<file path="src/rtl/wb_stage.sv">
// wb_stage: writeback stage register with load extension, misalign suppression, GPR scoreboard and retire counter.
module wb_stage #(
  parameter int LOADW = 3
) (
  input  logic             clk,
  input  logic             rst,
  input  logic             in_valid,
  input  logic             hold,
  input  logic             flush,
  input  logic             reg_write,
  input  logic [4:0]       dst,
  input  logic [1:0]       wd_sel,
  input  logic [LOADW-1:0] ld_type,
  input  logic [31:0]      alu_res,
  input  logic [31:0]      mem_rdata,
  input  logic [31:0]      pc4,
  input  logic             iss_valid,
  input  logic [4:0]       iss_dst,
  output logic             RFWr,
  output logic [4:0]       A3,
  output logic [31:0]      WD,
  output logic [31:0]      busy,
  output logic             misalign,
  output logic [31:0]      retired
);
  logic             v, rw;
  logic [1:0]       sel;
  logic [LOADW-1:0] lt;
  logic [31:0]      alu, md, pc;
  always_ff @(posedge clk or negedge rst)
    if (!rst) begin
      v   <= 1'b0;
      rw  <= 1'b0;
      A3  <= '0;
      sel <= '0;
      lt  <= '0;
      alu <= '0;
      md  <= '0;
      pc  <= '0;
    end else if (!hold) begin
      v   <= in_valid & ~flush;
      rw  <= reg_write;
      A3  <= dst;
      sel <= wd_sel;
      lt  <= ld_type;
      alu <= alu_res;
      md  <= mem_rdata;
      pc  <= pc4;
    end
  logic [1:0]  off;
  logic [15:0] half;
  logic [7:0]  byt;
  logic        is_lh, is_lhu, is_lb, is_lbu, is_word;
  logic [31:0] ld_val;
  always_comb begin
    off     = alu[1:0];
    half    = off[1] ? md[31:16] : md[15:0];
    byt     = md[8*off +: 8];
    is_lh   = lt == LOADW'(1);
    is_lhu  = lt == LOADW'(2);
    is_lb   = lt == LOADW'(3);
    is_lbu  = lt == LOADW'(4);
    is_word = ~(is_lh | is_lhu | is_lb | is_lbu);
    ld_val  = is_lh  ? {{16{half[15]}}, half} :
              is_lhu ? {16'h0, half} :
              is_lb  ? {{24{byt[7]}}, byt} :
              is_lbu ? {24'h0, byt} : md;
    WD       = sel == 2'd2 ? pc : sel == 2'd1 ? ld_val : alu;
    misalign = sel == 2'd1 & ((is_word & |off) | ((is_lh | is_lhu) & off[0]));
    RFWr     = v & rw & |A3 & ~misalign;
  end
  // set is applied after clear so a same-cycle reissue keeps the bit pending
  logic [31:0] busy_nxt;
  always_comb begin
    busy_nxt = busy;
    if (v & rw & ~hold) busy_nxt[A3] = 1'b0;
    if (iss_valid) busy_nxt[iss_dst] = 1'b1;
    busy_nxt[0] = 1'b0;
  end
  always_ff @(posedge clk or negedge rst)
    if (!rst) begin
      busy    <= '0;
      retired <= '0;
    end else begin
      busy <= busy_nxt;
      if (v & ~hold) retired <= retired + 32'd1;
    end
endmodule

</file>
<file path="config.mk">
export PLATFORM = sky130hd
export DESIGN_NAME = wb_stage
export DESIGN_NICKNAME = d
export VERILOG_FILES = /design/src/rtl/wb_stage.sv
export SDC_FILE = /design/constraint.sdc
export NUM_CORES = 1
export LEC_CHECK = 0
export CAP_MARGIN = 20
export CORE_ASPECT_RATIO = 0.75
export CORE_MARGIN = 2
export CORE_UTILIZATION = 44
export CTS_BUF_LIST = sky130_fd_sc_hd__clkbuf_16
export DETAILED_ROUTE_END_ITERATION = 7
export MAX_ROUTING_LAYER = met4
export PLACE_DENSITY = 0.85
export SLEW_MARGIN = 30
export SYNTH_ARGS = -nofsm -noshare
export SYNTH_HDL_FRONTEND = slang
export SYNTH_SLANG_ARGS = --single-unit
</file>
<file path="constraint.sdc">
create_clock -name clk -period 1.8 [get_ports clk]
set_input_delay 0.27 -clock clk [delete_from_list [all_inputs] [get_ports clk]]
set_output_delay 0.27 -clock clk [all_outputs]
set_load 0.02 [all_outputs]
</file>
==> out/metrics.yaml <==
route:
  drc: 0
  viasPerCell: 5.52
  wl_um: 25400
  drt-wirelength-per-cell_um: 20.3
  antenna_left: 0
  vias: 6883
  dr.pass1.iters: 4
  drt_iter0_markers: 523
clocking:
  htreeDepth: 4
  clock_sinks: 171
  path_clk_slew_ps: 70
  clk_path_buf_depth: 2
  cts_tree: "done"
  cts_buffers: 17
  worst_skew_pair.late_latency_ps: 430
  clockRootBuffer: "clkbuf_16"
yosys:
  seq_area_frac_synth_pct: 52.3
  synth-main-ff-cell: "dfrtp_1"
  async_flop_share_pct: 100
  syn_inst: 688
  synth_edf_count: 0
  syn_area_per_cell_um2: 11.9
  yosysWarnings: 0
  synth.distinct_cells: 54
  synth_area_um2: 8170
  ys_seq_elements: 171
  syn_nets: 807
placed_design:
  placed_cells: 1198
  hpwl_um: 18100
  numPortBuffers: 219
  gp_congestion: 0.903
  dpl_cell_area_um2: 11500
worst_setup_path:
  slowest_delay_ps: 550
  cp_cell_sequence: "or4b_1, o211ai_1, buf_4, and2_4, nand2_1, a221oi_4, buf_6"
  r2r_end: "retired[31]"
  r2r_setup_slack_ps: 130
  cp_num_buf_inv: 2
  cp-startpoint: "lt[0]"
  critPathLaunchType: "flop"
  cp_max_fo: 6
  cp_top_family: "simple AND/OR/NAND/NOR gates"
  setup.worst_path.class: "reg2out"
  arrival_ps: 2420
  reg2reg_depth: 6
  endpoint_kind: "output port"
  slowest_stage: "or4b_1"
  worstPathRequired_ps: 1530
  critical_path_depth: 7
  r2r_start: "retired[13]"
timing:
  drv_slew: 0
  rsz0062_at_grt: "true"
  setup_viol: 34
  worst_slew_pin_slew_ps: 751
  fin_ws_ps: -893
  period_share_pct: 150
  clock.fmax_mhz: 371
  period_needed_ps: 2690
  finalHoldViolCount: 0
  timing.slew.headroom_pct: 49.9
  whs_ps: 186
  fin_skew_ps: 9.75
grt:
  grt_pass1_wl_um: 39100
  grt_max_degree: 110
  grt_pass1_vias: 6885
  antenna_found_initial: 2
  grt_usage_pct: 26.8
  overflow: 0
floorplan:
  die_h_um: 122
  io_pins: 221
  row_count: 43
  dieArea_um2: 19700
  die_w_um: 161
  start_util_pct: 44.6
  coreArea_um2: 18300
hold_path:
  worstHoldEndpoint: "retired[3]"
  hold_path.class: "in2reg"
  hp-start: "hold"
  min_path_cells: 4
status:
  status: "finished with violations"
  violations: "setup timing"
power:
  p_total_mw: 12.3
  leakage_nw: 5.31
  p_per_area_nw_per_um2: 980
  irDropWorstVdd_uv: 530
finish:
  layout_common_cells: "dfrtp_1 (167), clkdlybuf4s50_1 (167), mux2_2 (117)"
  nets: 1106
  area_growth_pct: 53.1
  fin_cells: 1248
  finish.instance_area_um2: 12500
  final_layout_size_suffix_gt1_share_pct: 36.6
run:
  drv_cap: 0
## layer usage
metal  global-route usage (%)  vias up  wire (um)
met5                        -        -          0
met4                     7.09        0        378
met3                     7.12       31       1810
met2                     37.6      264      11200
met1                     38.5     3445      12000
li1                         -     3143          -
## how the worst max path moves through the flow
stage                     endpoint
after floorplan              WD[0]
after global placement       WD[5]
after detailed placement     WD[5]
after CTS                    WD[2]
after global routing        WD[17]
final                        WD[4]
## worst reg2reg max path, cell delays in order (launching register included)
cell	delay [ps]
dfrtp_1	380
and4_1	270
nand3_2	160
nor4_4	290
buf_4	190
nand4_1	130
xnor2_1	150
## cells by family (layout without fill, tap and decap cells)
family          after synthesis  count (layout)  synth area share, %
mux                         147             147                 20.1
simple gates                160             160                 10.3
other cells                   1               2               0.0459
flops                       171             171                 52.3
fa+ha+maj                     3               3                0.398
compound gates              131             131                 11.0
xor+xnor                     33              33                 3.54
buf+inv                      42             354                 2.31
## sequential cells by signal (all words and copies together), names as in the netlist
name / count
retired: 32
lt: 3
pc: 32
v: 1
rw: 1
sel: 2
alu: 32
md: 32
busy: 31
A3: 5
## metrics by stage
stage,TNS [ps],utilization (%),setup WS (ps)
finish,-25990,68.2,-893
global route,-28960,68.2,-970
CTS,-26660,67.5,-927
detailed placement,-25830,62.6,-923
global placement,-25300,62.6,-949
floorplan,-11000,-,-526
## repair_timing
item                       4_1_cts  5_1_grt
hold buffers                     1        0
setup endpoints to repair       43       76
setup buffers                   13        7
gates cloned                     0        0
pin swaps                       24       22
hold endpoints to repair        35        0
gates resized for setup        244       27
## power breakdown
group	switching (mW)	leakage (nW)	total, mW	internal, mW
registers	0.369	2.05	4.67	4.30
logic	1.91	2.98	3.91	2.01
clock network	1.71	0.280	3.67	1.96
## cells in the mapped netlist, types with 10 or more instances
library cell / instances / share of area, %
o211ai_1: 10 / 0.92
clkbuf_1: 21 / 0.96
xnor2_1: 29 / 3.1
mux2i_1: 28 / 3.4
buf_2: 10 / 0.61
nand2_1: 40 / 1.8
dfrtp_1: 171 / 52
mux2_2: 117 / 16
a221oi_1: 33 / 3.5
nand3_1: 25 / 1.5
o21ai_0: 65 / 4.0
nor2_1: 41 / 1.9
## area by class of cell
class,instances,area [um^2]
fillers,1358,5830
multi-input cells,475,4290
flip-flops and latches,171,4280
repair buffers,318,3040
clock buffers,17,425
well taps,247,309
clock inverters,15,151
inverters,4,15.0
diodes,1,2.50
Power figures use the tool's default switching activity.
